`config.mk`:
```
export PLATFORM = sky130hd
export DESIGN_NAME = rr_mux_arbiter
export DESIGN_NICKNAME = d
export VERILOG_FILES = /design/src/rtl/rr_mux_arbiter_pkg.sv /design/src/rtl/rr_mux_arbiter_mux.sv /design/src/rtl/rr_mux_arbiter.sv
export SDC_FILE = /design/constraint.sdc
export NUM_CORES = 1
export LEC_CHECK = 0
export ABC_AREA = 1
export BUFFER_PORTS_ARGS = -buffer_cell sky130_fd_sc_hd__buf_2
export CAP_MARGIN = 20
export CORE_MARGIN = 2
export CORE_UTILIZATION = 30
export CTS_CLUSTER_SIZE = 16
export DETAILED_ROUTE_END_ITERATION = 7
export PLACE_DENSITY = 0.57
export SLEW_MARGIN = 30
export SYNTH_ARGS = -nofsm -noshare
export SYNTH_HDL_FRONTEND = slang
export SYNTH_SLANG_ARGS = --single-unit
```
`constraint.sdc`:
```
create_clock -name clk -period 1.96 [get_ports clk]
set_input_delay 0.392 -clock clk [delete_from_list [all_inputs] [get_ports clk]]
set_output_delay 0.392 -clock clk [all_outputs]
set_load 0.02 [all_outputs]
```
`src/rtl/rr_mux_arbiter_pkg.sv`:
```
// Shared definitions for the round-robin mux arbiter: state encoding,
// requester count and a small index-to-one-hot helper.
package rr_mux_arbiter_pkg;

    localparam int NUM_REQ = 4;

    typedef enum logic {
        ST_IDLE  = 1'b0,
        ST_GRANT = 1'b1
    } state_e;

    function automatic logic [NUM_REQ-1:0] idx2oh(input logic [1:0] idx);
        idx2oh      = '0;
        idx2oh[idx] = 1'b1;
    endfunction

endpackage

```
`src/rtl/rr_mux_arbiter_mux.sv`:
```
// Existing single-bit 4:1 multiplexer; the arbiter instantiates one per data bit.
module four_to_one_mux (
    input  logic [3:0] d,
    input  logic [1:0] sel,
    output logic       y
);

    always_comb begin
        y = 1'b0;
        case (sel)
            2'd0: y = d[0];
            2'd1: y = d[1];
            2'd2: y = d[2];
            2'd3: y = d[3];
            default: y = 1'b0;
        endcase
    end

endmodule

```
`src/rtl/rr_mux_arbiter.sv`:
```
// Round-robin arbiter sharing one 4:1 mux datapath between four requesters,
// with a registered data word, valid flag and bounded hold time per grant.
module rr_mux_arbiter
    import rr_mux_arbiter_pkg::*;
#(
    parameter int WIDTH    = 4,
    parameter int MAX_HOLD = 4
) (
    input  logic                       clk,
    input  logic                       rst_n,
    input  logic [NUM_REQ-1:0]         req,
    input  logic [NUM_REQ*WIDTH-1:0]   din,
    output logic [NUM_REQ-1:0]         gnt,
    output logic [1:0]                 sel,
    output logic [WIDTH-1:0]           dout,
    output logic                       dout_valid,
    output logic                       busy
);

    localparam int              HW       = $clog2(MAX_HOLD + 1);
    localparam logic [HW-1:0]   HOLD_MAX = HW'(MAX_HOLD);
    localparam logic [HW-1:0]   HOLD_ONE = HW'(1);

    state_e               state_q, state_d;
    logic [NUM_REQ-1:0]   gnt_q, gnt_d;
    logic [1:0]           sel_q, sel_d;
    logic [1:0]           last_q, last_d;
    logic [HW-1:0]        hold_cnt_q, hold_cnt_d;
    logic [WIDTH-1:0]     dout_q, dout_d;
    logic                 dout_valid_q, dout_valid_d;

    logic [WIDTH-1:0]     mux_y;
    logic [NUM_REQ-1:0]   owner_oh;
    logic [NUM_REQ-1:0]   others;
    logic                 owner_req;
    logic                 rel;
    logic [1:0]           pick;

    // First set bit searching last+1, last+2, last+3, last (2-bit wrap).
    function automatic logic [1:0] rr_pick(input logic [NUM_REQ-1:0] r,
                                           input logic [1:0]         last);
        logic [1:0] idx;
        logic       found;
        rr_pick = last;
        found   = 1'b0;
        for (int k = 1; k <= NUM_REQ; k++) begin
            idx = last + 2'(k);
            if (!found && r[idx]) begin
                rr_pick = idx;
                found   = 1'b1;
            end
        end
    endfunction

    for (genvar b = 0; b < WIDTH; b++) begin : g_mux
        four_to_one_mux u_mux (
            .d   ({din[3*WIDTH+b], din[2*WIDTH+b], din[WIDTH+b], din[b]}),
            .sel (sel_q),
            .y   (mux_y[b])
        );
    end

    always_comb begin
        state_d      = state_q;
        gnt_d        = gnt_q;
        sel_d        = sel_q;
        last_d       = last_q;
        hold_cnt_d   = hold_cnt_q;
        dout_d       = dout_q;
        dout_valid_d = 1'b0;
        owner_oh     = idx2oh(sel_q);
        others       = req & ~owner_oh;
        owner_req    = |(req & owner_oh);
        rel          = 1'b0;
        pick         = 2'd0;

        case (state_q)
            ST_IDLE: begin
                gnt_d = '0;
                if (|req) begin
                    pick       = rr_pick(req, last_q);
                    state_d    = ST_GRANT;
                    gnt_d      = idx2oh(pick);
                    sel_d      = pick;
                    hold_cnt_d = HOLD_ONE;
                end
            end
            ST_GRANT: begin
                if (owner_req) begin
                    dout_d       = mux_y;
                    dout_valid_d = 1'b1;
                end
                // A forced hand-over still moves the old owner's word this edge.
                rel = !owner_req || ((hold_cnt_q == HOLD_MAX) && (|others));
                if (rel) begin
                    last_d = sel_q;
                    if (|others) begin
                        pick       = rr_pick(others, sel_q);
                        gnt_d      = idx2oh(pick);
                        sel_d      = pick;
                        hold_cnt_d = HOLD_ONE;
                    end else begin
                        state_d = ST_IDLE;
                        gnt_d   = '0;
                    end
                end else if (hold_cnt_q != HOLD_MAX) begin
                    hold_cnt_d = hold_cnt_q + HOLD_ONE;
                end
            end
            default: begin
                state_d = ST_IDLE;
                gnt_d   = '0;
            end
        endcase
    end

    always_ff @(posedge clk or negedge rst_n) begin
        if (!rst_n) begin
            state_q      <= ST_IDLE;
            gnt_q        <= '0;
            sel_q        <= 2'd0;
            last_q       <= 2'd3;
            hold_cnt_q   <= '0;
            dout_q       <= '0;
            dout_valid_q <= 1'b0;
        end else begin
            state_q      <= state_d;
            gnt_q        <= gnt_d;
            sel_q        <= sel_d;
            last_q       <= last_d;
            hold_cnt_q   <= hold_cnt_d;
            dout_q       <= dout_d;
            dout_valid_q <= dout_valid_d;
        end
    end

    assign gnt        = gnt_q;
    assign sel        = sel_q;
    assign dout       = dout_q;
    assign dout_valid = dout_valid_q;
    assign busy       = (state_q == ST_GRANT);

endmodule

```
==> run_results.csv, run 1 <==
group,metric,value,unit
global_route,antenna_found_initial,0,
hold_path,timing.hold.worst.class,"in -> async",
global_route,via_count_of_the_first_global_routing_pass,1439,
logic_synthesis,async_flop_share,100,%
floorplan,fp-row-count,25,
clock_network,tritoncts_clock_tree,"done",
placement,place_congestion,0.879,
floorplan,initial_core_util,31.1,%
routing,detail_routed_net_length_per_standard_cell,11.0,µm
clock_network,post_cts_hold_buffers,0,
job,maxcap_viol_count,0,
timing,final_hold_viol_count,0,
timing,slew_viol_final,0,
setup_path,timing.critical_path.fanout_max,7,
logic_synthesis,ys_seq_area_share,28.9,%
placement,port_buffers,33,
setup_path,kind_of_launch_point_of_the_worst_setup_path,"register",
logic_synthesis,mappedNetlistArea,0.00148,mm²
finish,area_growth,29.4,%
routing,ant_nets,0,
logic_synthesis,xor_xnor_cell_area_share_of_the_yosys_netlist,0.592,%
finish,layout.filler_cells,536,
routing,drcViolationCount,0,
placement,place_worst_setup_slack,0.00245,ns
timing,finalSetupViolCount,0,
power,total_leakage_power,1.02,nW
floorplan,dieWidth,74.2,µm
logic_synthesis,synth_compound_gate_area_share,12.9,%
timing,finalCritPeriodShare,93.8,%
global_route,first_pass_grt_wire_length,6270,µm
setup_path,max_stage_delay,0.44,ns
timing,finalWorstSetupSlack,0.122,ns
logic_synthesis,synth_top_family_by_area,"simple AND/OR/NAND/NOR gates",
placement,detailed_place_hpwl,2930,µm
setup_path,critPathKind,"reg -> reg",
logic_synthesis,postSynthRegisterBits,17,
logic_synthesis,synth-simple-area-share,43.4,%
setup_path,cp_data_required_time,2.11,ns
clock_network,buffer_type_at_the_clock_tree_root,"sky130_fd_sc_hd__clkbuf_8",
finish,antenna_cells_inserted,0,
power,power-per-cell-area,2010,mW/mm²
floorplan,die-height,74.2,µm
clock_network,clkSlewWorstSetupHoldPaths,0.07,ns
timing,relSlewSlack,73.7,%
clock_network,clock_path_buffers,2,
logic_synthesis,postSynthCellCount,218,
routing,dr.pass1.iters,4,
logic_synthesis,ys.warnings.count,0,
logic_synthesis,syn-num-nets,246,
power,totalPowerFinal,3.84,mW
finish,post_route_core_utilization,40.3,%
global_route,grt_usage,14.4,%
timing,fin_worst_skew,0.00156,ns
outcome,outcome,"completed",
power,vdd.ir_drop.worst,0.692,mV
setup_path,critical_path.slowest_cell,"sky130_fd_sc_hd__dfrtp_2",
floorplan,core-area,0.00475,mm²
setup_path,cp-end-kind,"register",
logic_synthesis,synth_area_per_cell,6.79,µm²
logic_synthesis,synth.lib_cells_used.distinct,30,
finish,fraction_of_final_layout_cells_with_drive_strength_greater_than_1,37.3,%
clock_network,clock-sinks,17,
routing,count_of_routing_violations_after_the_opening_detailed_route_iteration,52,
logic_synthesis,synth_mux_area_share,0,%
clock_network,cts_max_level,1,
timing,period_minus_slack,1.84,ns
clock_network,number_of_clock_buffers_inserted_by_tritoncts,3,
routing,num_vias,1563,
global_route,grt_max_degree,18,
logic_synthesis,post_synth_edffs,0,
floorplan,io_pins,34,
routing,wl,3680,µm
clock_network,clock_insertion_delay_worst_skew,0.25,ns
floorplan,die_area,0.00551,mm²
timing,tightest_slew,0.394,ns
placement,dp.cells,327,
global_route,grt_overflow_total,0,
timing,fmax,0.544,GHz
timing,worst_hold_slack,0.0528,ns
routing,via_density_per_instance,4.67,
finish,final_nets,297,
setup_path,crit_chain,"buf_4, ha_1, inv_2, o22ai_2, nor2_4, inv_2, a21oi_4, nand2_1, nand2_1, inv_2, nand2_1, o21ai_1",
finish,final-instance-count-excl-fill,335,
logic_synthesis,synthAdderAreaFrac,5.07,%
setup_path,worst-endpoint-arrival,1.98,ns
logic_synthesis,synth_top_flop_cell,"sky130_fd_sc_hd__dfrtp_1",
cell families (layout without fill, tap and decap cells):
kind of cell,Yosys count,in the layout
DFF,17,17
and+or+nand+nor,135,135
xor gates and xnor gates,1,1
buffers and inverters,30,80
AOI/OAI and AO/OA,29,29
adders and majority gates,6,6
worst max-delay path: cells and delay by family, from the launching register on:
kind / cells / cell delay, ns
DFF: 1 / 0.44
and+or+nand+nor: 4 / 0.41
buffers and inverters: 4 / 0.38
AOI/OAI and AO/OA: 3 / 0.29
adders and majority gates: 1 / 0.22
where the power goes:
group | internal, mW | total [mW] | switching [mW]
Clock | 0.141 | 0.272 | 0.131
Combinational | 1.10 | 2.91 | 1.80
Sequential | 0.539 | 0.666 | 0.126
through the flow:
stage | instance area (µm²) | setup TNS (ns)
after floorplan | 1480 | 0
after global placement | 1800 | -0.0439
after detailed placement | 1800 | 0
after CTS | 1860 | 0
after global routing | 1920 | -0.00373
final | 1920 | 0
per-layer routing:
layer | vias to the layer above | global-route usage [%] | part of all wire [%]
li1 | 817 | - | -
met1 | 710 | 19.3 | 48
met2 | 32 | 23.7 | 47
met3 | 4 | 2.98 | 4.3
met4 | 0 | 3.77 | 0.68
met5 | - | 0 | 0
repair_timing:
item / in CTS / in global routing
endpoints found under the setup margin: 1 / 9
setup buffers: 1 / 3
resized for setup: 1 / 8
pin swaps: 0 / 2
cells in the final DEF (no fill, tap or decap), types with 2 or more instances in the layout:
cell / instances
sky130_fd_sc_hd__a21oi_1: 4
sky130_fd_sc_hd__a221oi_1: 4
sky130_fd_sc_hd__buf_2: 33
sky130_fd_sc_hd__buf_4: 17
sky130_fd_sc_hd__clkbuf_8: 3
sky130_fd_sc_hd__dfrtp_1: 14
sky130_fd_sc_hd__dfstp_2: 2
sky130_fd_sc_hd__ha_1: 5
sky130_fd_sc_hd__inv_1: 11
sky130_fd_sc_hd__inv_2: 12
sky130_fd_sc_hd__inv_4: 2
sky130_fd_sc_hd__nand2_1: 77
sky130_fd_sc_hd__nand2_2: 10
sky130_fd_sc_hd__nand2_4: 2
sky130_fd_sc_hd__nand3_1: 20
sky130_fd_sc_hd__nand3_2: 7
sky130_fd_sc_hd__nand4_1: 4
sky130_fd_sc_hd__nor2_1: 8
sky130_fd_sc_hd__nor2_2: 3
sky130_fd_sc_hd__nor2_4: 3
sky130_fd_sc_hd__o21ai_0: 7
sky130_fd_sc_hd__o21ai_1: 6
sky130_fd_sc_hd__o41ai_1: 4
cell usage after synthesis (3+ instances only):
cell | number | share of area [%]
sky130_fd_sc_hd__nor2_1 | 9 | 2.3
sky130_fd_sc_hd__nor2_4 | 3 | 2.3
sky130_fd_sc_hd__o41ai_1 | 4 | 2.4
sky130_fd_sc_hd__a221oi_1 | 4 | 2.4
sky130_fd_sc_hd__a21oi_1 | 4 | 1.4
sky130_fd_sc_hd__nand2_1 | 78 | 20
sky130_fd_sc_hd__o21ai_0 | 7 | 2.4
sky130_fd_sc_hd__nand2_2 | 10 | 4.2
sky130_fd_sc_hd__ha_1 | 6 | 5.1
sky130_fd_sc_hd__nand3_1 | 21 | 7.1
sky130_fd_sc_hd__nand3_2 | 6 | 4.1
sky130_fd_sc_hd__inv_2 | 10 | 2.5
sky130_fd_sc_hd__dfrtp_1 | 15 | 25
sky130_fd_sc_hd__inv_1 | 13 | 3.3
sky130_fd_sc_hd__nand4_1 | 4 | 1.7
sky130_fd_sc_hd__o21ai_1 | 6 | 2.0
final cells by class:
type / instances / area, µm² / area share (%)
multi-input combinational: 171 / 961 / 50.2
sequential: 17 / 429 / 22.4
timing repair buffer: 50 / 293 / 15.3
inverter: 26 / 103 / 5.36
tap: 67 / 83.8 / 4.38
clock buffer: 3 / 41.3 / 2.16
clock inverter: 1 / 5.00 / 0.261
state kept, by name (all words and copies together) (netlist names):
| register | flops |
|---|---|
| hold_cnt_q | 3 |
| gnt | 4 |
| dout_valid | 1 |
| busy | 1 |
| dout | 4 |
| last_q | 2 |
| sel | 2 |
worst paths after layout:
kind,from,endpoint,slack [ns],cells past startpoint
worst max-delay path,sel[0],hold_cnt_q[1],0.12,12
worst min-delay path,rst_n,hold_cnt_q[0],0.05,1
max in group asynchronous,rst_n,last_q[0],1.59,1
worst max register to register,sel[0],hold_cnt_q[1],0.12,12
worst min register to register,gnt[1],gnt[1],0.47,2
min in group clk,din[1],dout[1],0.44,3
Note: power is estimated with default switching activity, not from simulation.
==> run 2, diff against run 1 <==
Settings changed: CORE_UTILIZATION 30 to 49, PLACE_DENSITY 0.57 to 0.82.
==> run 2 against run 1 <==
Effect of this change: combinational power decreased by 3%; non-clock buffer count decreased by 3; worst hold slack got worse by 0.046 ns; clock power decreased by 34%; die area decreased by 37%; design area decreased by 5.4%; utilization increased by 24 points; wire length decreased by 3.1%; register-to-register slack got worse by 0.04 ns; maximum frequency decreased by 1.9%; first-iteration DRC count increased by 46%; critical endpoint is now sel[0]; largest cell class unchanged; largest power group unchanged.
==> run_results.csv, run 2 (same netlist as run 1, synthesis figures left out) <==
group,metric,value,unit
timing,final_hold_viol_count,0,
finish,final_cell_area_excluding_filler_cells,0.00181,mm²
setup_path,critical_path.slowest_cell,"sky130_fd_sc_hd__dfrtp_2",
timing,tightest_slew,0.368,ns
placement,place_congestion,0.836,
finish,layout_commonest_cell,"sky130_fd_sc_hd__nand2_1",
global_route,grt_max_degree,18,
clock_network,clock_insertion_delay_worst_skew,0.28,ns
placement,dp.cells,286,
setup_path,crit-reg2reg-capture,"sel[0]",
floorplan,die_area,0.00348,mm²
clock_network,clock_path_buffers,2,
setup_path,crit_chain,"buf_4, ha_1, inv_1, nand2_1, nand4_1, buf_4, a21oi_2, buf_4, nor2_2, nand2_1, o21ai_1",
floorplan,initial_core_util,52.8,%
clock_network,tritoncts_clock_tree,"done",
clock_network,number_of_clock_buffers_inserted_by_tritoncts,3,
placement,detailed_place_hpwl,2810,µm
floorplan,dieWidth,59.0,µm
setup_path,crit_top_cell,"sky130_fd_sc_hd__buf_4",
setup_path,cp-end-kind,"register",
global_route,grt_usage,21.0,%
routing,count_of_routing_violations_after_the_opening_detailed_route_iteration,76,
setup_path,regToRegSetupSlack,0.09,ns
setup_path,timing.critical_path.depth,11,
setup_path,critPathCapture,"sel[0]",
setup_path,worst-endpoint-arrival,2.08,ns
finish,final_nets,294,
finish,area_growth,22.5,%
outcome,outcome,"completed",
routing,detail_routed_net_length_per_standard_cell,12.1,µm
timing,fin_worst_skew,0.00143,ns
routing,ant_nets,0,
routing,wl,3570,µm
setup_path,kind_of_launch_point_of_the_worst_setup_path,"register",
setup_path,critPathKind,"reg -> reg",
floorplan,io_pins,34,
clock_network,clkSlewWorstSetupHoldPaths,0.09,ns
timing,relSlewSlack,75.4,%
timing,slew_viol_final,0,
clock_network,cts_max_level,1,
finish,post_route_core_utilization,64.6,%
setup_path,cp_top_family,"buffers and inverters",
placement,port_buffers,33,
setup_path,worstSetupStartpoint,"sel[0]",
global_route,grt_overflow_total,0,
timing,period_minus_slack,1.87,ns
job,maxcap_viol_count,0,
floorplan,die-height,59.0,µm
setup_path,cp_data_required_time,2.17,ns
timing,grt_setup_unrepaired,"yes",
clock_network,post_cts_hold_buffers,0,
hold_path,timing.hold.worst.class,"in -> async",
setup_path,worstReg2RegStart,"sel[0]",
routing,num_vias,1569,
global_route,antenna_found_initial,0,
setup_path,worst_reg2reg_path_length_in_cells,11,
global_route,via_count_of_the_first_global_routing_pass,1405,
floorplan,core-area,0.00281,mm²
power,vdd.ir_drop.worst,0.967,mV
clock_network,buffer_type_at_the_clock_tree_root,"sky130_fd_sc_hd__clkbuf_4",
finish,fraction_of_final_layout_cells_with_drive_strength_greater_than_1,36.6,%
routing,drcViolationCount,0,
power,total_leakage_power,0.982,nW
setup_path,critical_path_buf_inv_count,4,
finish,final-instance-count-excl-fill,296,
power,power-per-cell-area,2030,mW/mm²
finish,most-common-layout-cells,"sky130_fd_sc_hd__nand2_1, sky130_fd_sc_hd__buf_2, sky130_fd_sc_hd__nand3_1, sky130_fd_sc_hd__dfrtp_1, sky130_fd_sc_hd__buf_4",
timing,finalSetupViolCount,0,
placement,dpl_cell_area,0.00171,mm²
setup_path,timing.critical_path.fanout_max,4,
floorplan,fp-row-count,19,
routing,via_density_per_instance,5.30,
timing,fmax,0.534,GHz
finish,layout.filler_cells,265,
setup_path,max_stage_delay,0.44,ns
timing,finalCritPeriodShare,95.6,%
routing,dr.pass1.iters,4,
clock_network,clock-sinks,17,
global_route,first_pass_grt_wire_length,5710,µm
finish,antenna_cells_inserted,0,
run 2: power breakdown:
part / internal, mW / total [mW] / leakage [nW] / switching, mW
logic: 1.07 / 2.83 / 0.761 / 1.76
clock network: 0.0791 / 0.180 / 0.0150 / 0.101
registers: 0.539 / 0.669 / 0.206 / 0.130
run 2: how the worst min path moves through the flow:
stage | start | endpoint
detailed placement | rst_n | busy
CTS | rst_n | hold_cnt_q[1]
global route | rst_n | dout_valid
floorplan | rst_n | busy
finish | rst_n | busy
global placement | rst_n | gnt[2]
run 2: per-layer routing:
metal / vias up / track usage, % / share of wire, %
li1: 811 / - / -
met1: 693 / 26.8 / 44
met3: 2 / 4.40 / 5.2
met2: 63 / 37.9 / 50
met4: 0 / 1.95 / 0.28
met5: - / 0 / 0
run 2: worst register-to-register path: cells and delay by family (launching register included):
kind	cells	cell delay, ns
AND/OR/NAND/NOR	4	0.48
flip-flops	1	0.44
AO/OA/AOI/OAI	2	0.12
buffers and inverters	4	0.56
adder cells (fa/ha/maj)	1	0.21
run 2: layout make-up:
class / instances / area [µm²] / area share (%)
flip-flops and latches: 17 / 429 / 23.7
well taps: 31 / 38.8 / 2.14
repair buffers: 47 / 270 / 14.9
inverters: 26 / 103 / 5.66
multi-input cells: 171 / 946 / 52.2
clock buffers: 4 / 26.3 / 1.45
run 2: per-stage QoR:
stage                     worst slack, ns  setup TNS (ns)  hold slack [ns]  power [mW]
after floorplan                    0.0406               0           0.0964        2.73
after global placement             0.0525               0            0.330        3.27
after detailed placement           0.0152               0            0.329        3.31
after CTS                         0.00751               0           0.0129        3.51
after global routing              -0.0587          -0.190           0.0214        4.07
final                              0.0862               0          0.00686        3.68
run 2: what timing repair did:
item | CTS | global route
resized for setup | 0 | 7
gates cloned | 0 | 0
setup endpoints to repair | 1 | 11
buffers inserted | 0 | 6
pin swaps | 1 | 2
==> run 3, diff against run 2 <==
Settings changed: CORE_UTILIZATION 49 to 50, CTS_CLUSTER_SIZE 16 to unset, SYNTH_HIERARCHICAL set to 1.
==> run 3 against run 2 <==
Effect of this change: worst setup slack worse by 0.048 ns; combinational power is 18% higher; design area increased by 17%; maximum frequency decreased by 2.5%; global-route usage hardly changed; count of clock-buffer cells in the layout fell by 1; wire length is 16% higher; die area is 12% higher; critical path depth is 2 higher; sequential share of layout area down 3.4 points; register-to-register slack worse by 0.05 ns.
==> run_results.csv, run 3 <==
group,metric,value,unit
timing,final_hold_viol_count,0,
floorplan,die_area,0.00389,mm²
placement,detailed_place_hpwl,3010,µm
setup_path,max_stage_delay,0.50,ns
placement,place_congestion,0.856,
hold_path,min_path_cells,7,
global_route,via_count_of_the_first_global_routing_pass,1651,
logic_synthesis,synth_largest_type_area_fraction,22.1,%
power,power-per-cell-area,2000,mW/mm²
outcome,outcome,"completed",
routing,ant_nets,0,
global_route,grt_usage,21.1,%
placement,place_worst_setup_slack,-0.0345,ns
timing,grt_setup_unrepaired,"yes",
global_route,grt_max_degree,18,
setup_path,cp_top_family,"simple AND/OR/NAND/NOR gates",
power,totalPowerFinal,4.24,mW
timing,finalCritPeriodShare,98.0,%
logic_synthesis,postSynthRegisterBits,17,
routing,wl,4140,µm
clock_network,tritoncts_clock_tree,"done",
finish,fraction_of_final_layout_cells_with_drive_strength_greater_than_1,39.4,%
routing,dr.pass1.iters,4,
routing,count_of_routing_violations_after_the_opening_detailed_route_iteration,84,
logic_synthesis,top_area_cells_in_the_synthesized_netlist,"sky130_fd_sc_hd__dfrtp_1, sky130_fd_sc_hd__nand2_1, sky130_fd_sc_hd__nand3_1, sky130_fd_sc_hd__inv_1, sky130_fd_sc_hd__nand3_2",
logic_synthesis,yosys.cell_count.top_type,"sky130_fd_sc_hd__nand2_1",
logic_synthesis,ys_seq_area_share,25.1,%
logic_synthesis,mappedNetlistArea,0.00170,mm²
finish,final-instance-count-excl-fill,361,
finish,post_route_core_utilization,64.0,%
setup_path,critical_path.slowest_cell,"sky130_fd_sc_hd__dfrtp_2",
clock_network,clock-sinks,17,
timing,period_minus_slack,1.92,ns
routing,via_density_per_instance,5.05,
setup_path,cp_data_required_time,2.16,ns
logic_synthesis,postSynthCellCount,268,
setup_path,critical_path_buf_inv_count,3,
global_route,first_pass_grt_wire_length,6740,µm
floorplan,fp-row-count,21,
finish,most-common-layout-cells,"sky130_fd_sc_hd__nand2_1, sky130_fd_sc_hd__buf_2, sky130_fd_sc_hd__nand3_1, sky130_fd_sc_hd__inv_1, sky130_fd_sc_hd__inv_2",
timing,fin_worst_skew,0.00469,ns
logic_synthesis,syn-num-nets,296,
timing,timing.setup.tns,0,ns
routing,detail_routed_net_length_per_standard_cell,11.5,µm
global_route,grt_overflow_total,0,
timing,slew_viol_final,0,
logic_synthesis,synth.lib_cells_used.distinct,28,
clock_network,cts_max_level,1,
placement,dpl_cell_area,0.00196,mm²
setup_path,crit_chain,"inv_4, ha_2, inv_2, nand3_4, nand3_4, nand2_4, nand2_2, inv_2, nand2_1, a21oi_2, nor2_1, o21ai_1, nand2_1",
job,maxcap_viol_count,0,
timing,worst_hold_slack,0.473,ns
clock_network,clock_insertion_delay_worst_skew,0.31,ns
timing,finalSetupViolCount,0,
floorplan,initial_core_util,51.4,%
placement,port_buffers,33,
power,total_leakage_power,1.17,nW
logic_synthesis,post_synth_edffs,0,
clock_network,clkSlewWorstSetupHoldPaths,0.11,ns
routing,drcViolationCount,0,
logic_synthesis,synth_top_flop_cell,"sky130_fd_sc_hd__dfrtp_1",
finish,final_cell_area_excluding_filler_cells,0.00212,mm²
setup_path,timing.critical_path.depth,13,
finish,layout.filler_cells,316,
timing,finalWorstSetupSlack,0.0383,ns
floorplan,io_pins,34,
setup_path,critPathKind,"reg -> reg",
finish,layout_commonest_cell,"sky130_fd_sc_hd__nand2_1",
logic_synthesis,async_flop_share,100,%
setup_path,cp-end-kind,"register",
power,vdd.ir_drop.worst,0.852,mV
logic_synthesis,ys.warnings.count,6,
floorplan,core-area,0.00331,mm²
setup_path,worst_reg2reg_path_length_in_cells,13,
setup_path,timing.critical_path.fanout_max,6,
timing,tightest_slew,0.399,ns
floorplan,dieWidth,62.3,µm
placement,dp.cells,351,
setup_path,worst-endpoint-arrival,2.13,ns
clock_network,number_of_clock_buffers_inserted_by_tritoncts,3,
finish,antenna_cells_inserted,0,
finish,area_growth,24.6,%
logic_synthesis,synth_top_area_cell,"sky130_fd_sc_hd__dfrtp_1",
floorplan,die-height,62.3,µm
clock_network,buffer_type_at_the_clock_tree_root,"sky130_fd_sc_hd__clkbuf_4",
logic_synthesis,yosys-top-cells-count,"sky130_fd_sc_hd__nand2_1, sky130_fd_sc_hd__inv_1, sky130_fd_sc_hd__nand3_1, sky130_fd_sc_hd__dfrtp_1, sky130_fd_sc_hd__inv_2",
setup_path,kind_of_launch_point_of_the_worst_setup_path,"register",
logic_synthesis,synth_area_per_cell,6.35,µm²
global_route,antenna_found_initial,0,
timing,relSlewSlack,73.3,%
finish,final_nets,344,
timing,fmax,0.520,GHz
routing,num_vias,1824,
clock_network,clock_path_buffers,2,
hold_path,timing.hold.worst.class,"in -> reg",
run 3: power breakdown:
| part | total [mW] | internal, mW | switching [mW] |
|---|---|---|---|
| combinational | 3.34 | 1.23 | 2.11 |
| clock | 0.200 | 0.0763 | 0.124 |
| sequential | 0.694 | 0.538 | 0.156 |
| total | 4.24 | 1.85 | 2.39 |
run 3: final timing paths:
kind,from,endpoint,slack (ns)
worst max-delay path,sel[1],sel[1],0.04
worst min-delay path,din[11],dout[3],0.47
worst max register to register,sel[1],sel[1],0.04
worst min register to register,gnt[2],gnt[2],0.48
max in group asynchronous,rst_n,last_q[0],1.13
min in group asynchronous,rst_n,busy,0.52
run 3: timing repair:
item	4_1_cts	5_1_grt
hold endpoints to repair	1	0
pin swaps	0	9
hold buffers	1	0
setup buffers	0	5
setup endpoints to repair	1	12
resized for setup	1	24
run 3: worst min-delay path, cell delays in order:
cell and delay (ns):
sky130_fd_sc_hd__buf_2 0.08, sky130_fd_sc_hd__inv_2 0.02, sky130_fd_sc_hd__nand2_1 0.05, sky130_fd_sc_hd__nand3_1 0.06, sky130_fd_sc_hd__nand2_1 0.06, sky130_fd_sc_hd__nand2_1 0.04
sky130_fd_sc_hd__nand2_1 0.05
run 3: kinds of logic (layout without fill, tap and decap cells):
| kind of cell | count (synthesis) | in the layout | share of synthesized area [%] |
|---|---|---|---|
| buffers and inverters | 53 | 100 | 13.1 |
| AOI/OAI and AO/OA | 19 | 19 | 6.76 |
| DFF | 17 | 17 | 25.1 |
| and+or+nand+nor | 172 | 172 | 50.1 |
| xor gates and xnor gates | 1 | 1 | 0.515 |
| adders and majority gates | 6 | 6 | 4.41 |
run 3: routing by layer:
layer / GRT usage (%) / vias up / wire length (µm)
met3: 2.36 / 11 / 175
met4: 8.61 / 0 / 106
met5: 0 / - / 0
met2: 36.5 / 61 / 2080
met1: 26.7 / 825 / 1780
li1: - / 927 / -
run 3: area by class of cell:
type | instances | area, µm² | share of cell area, %
well taps | 46 | 57.6 | 2.72
inverters | 50 | 203 | 9.56
clock inverters | 1 | 5.00 | 0.236
flip-flops and latches | 17 | 430 | 20.3
repair buffers | 46 | 265 | 12.5
multi-input cells | 198 | 1140 | 53.6
clock buffers | 3 | 22.5 | 1.06
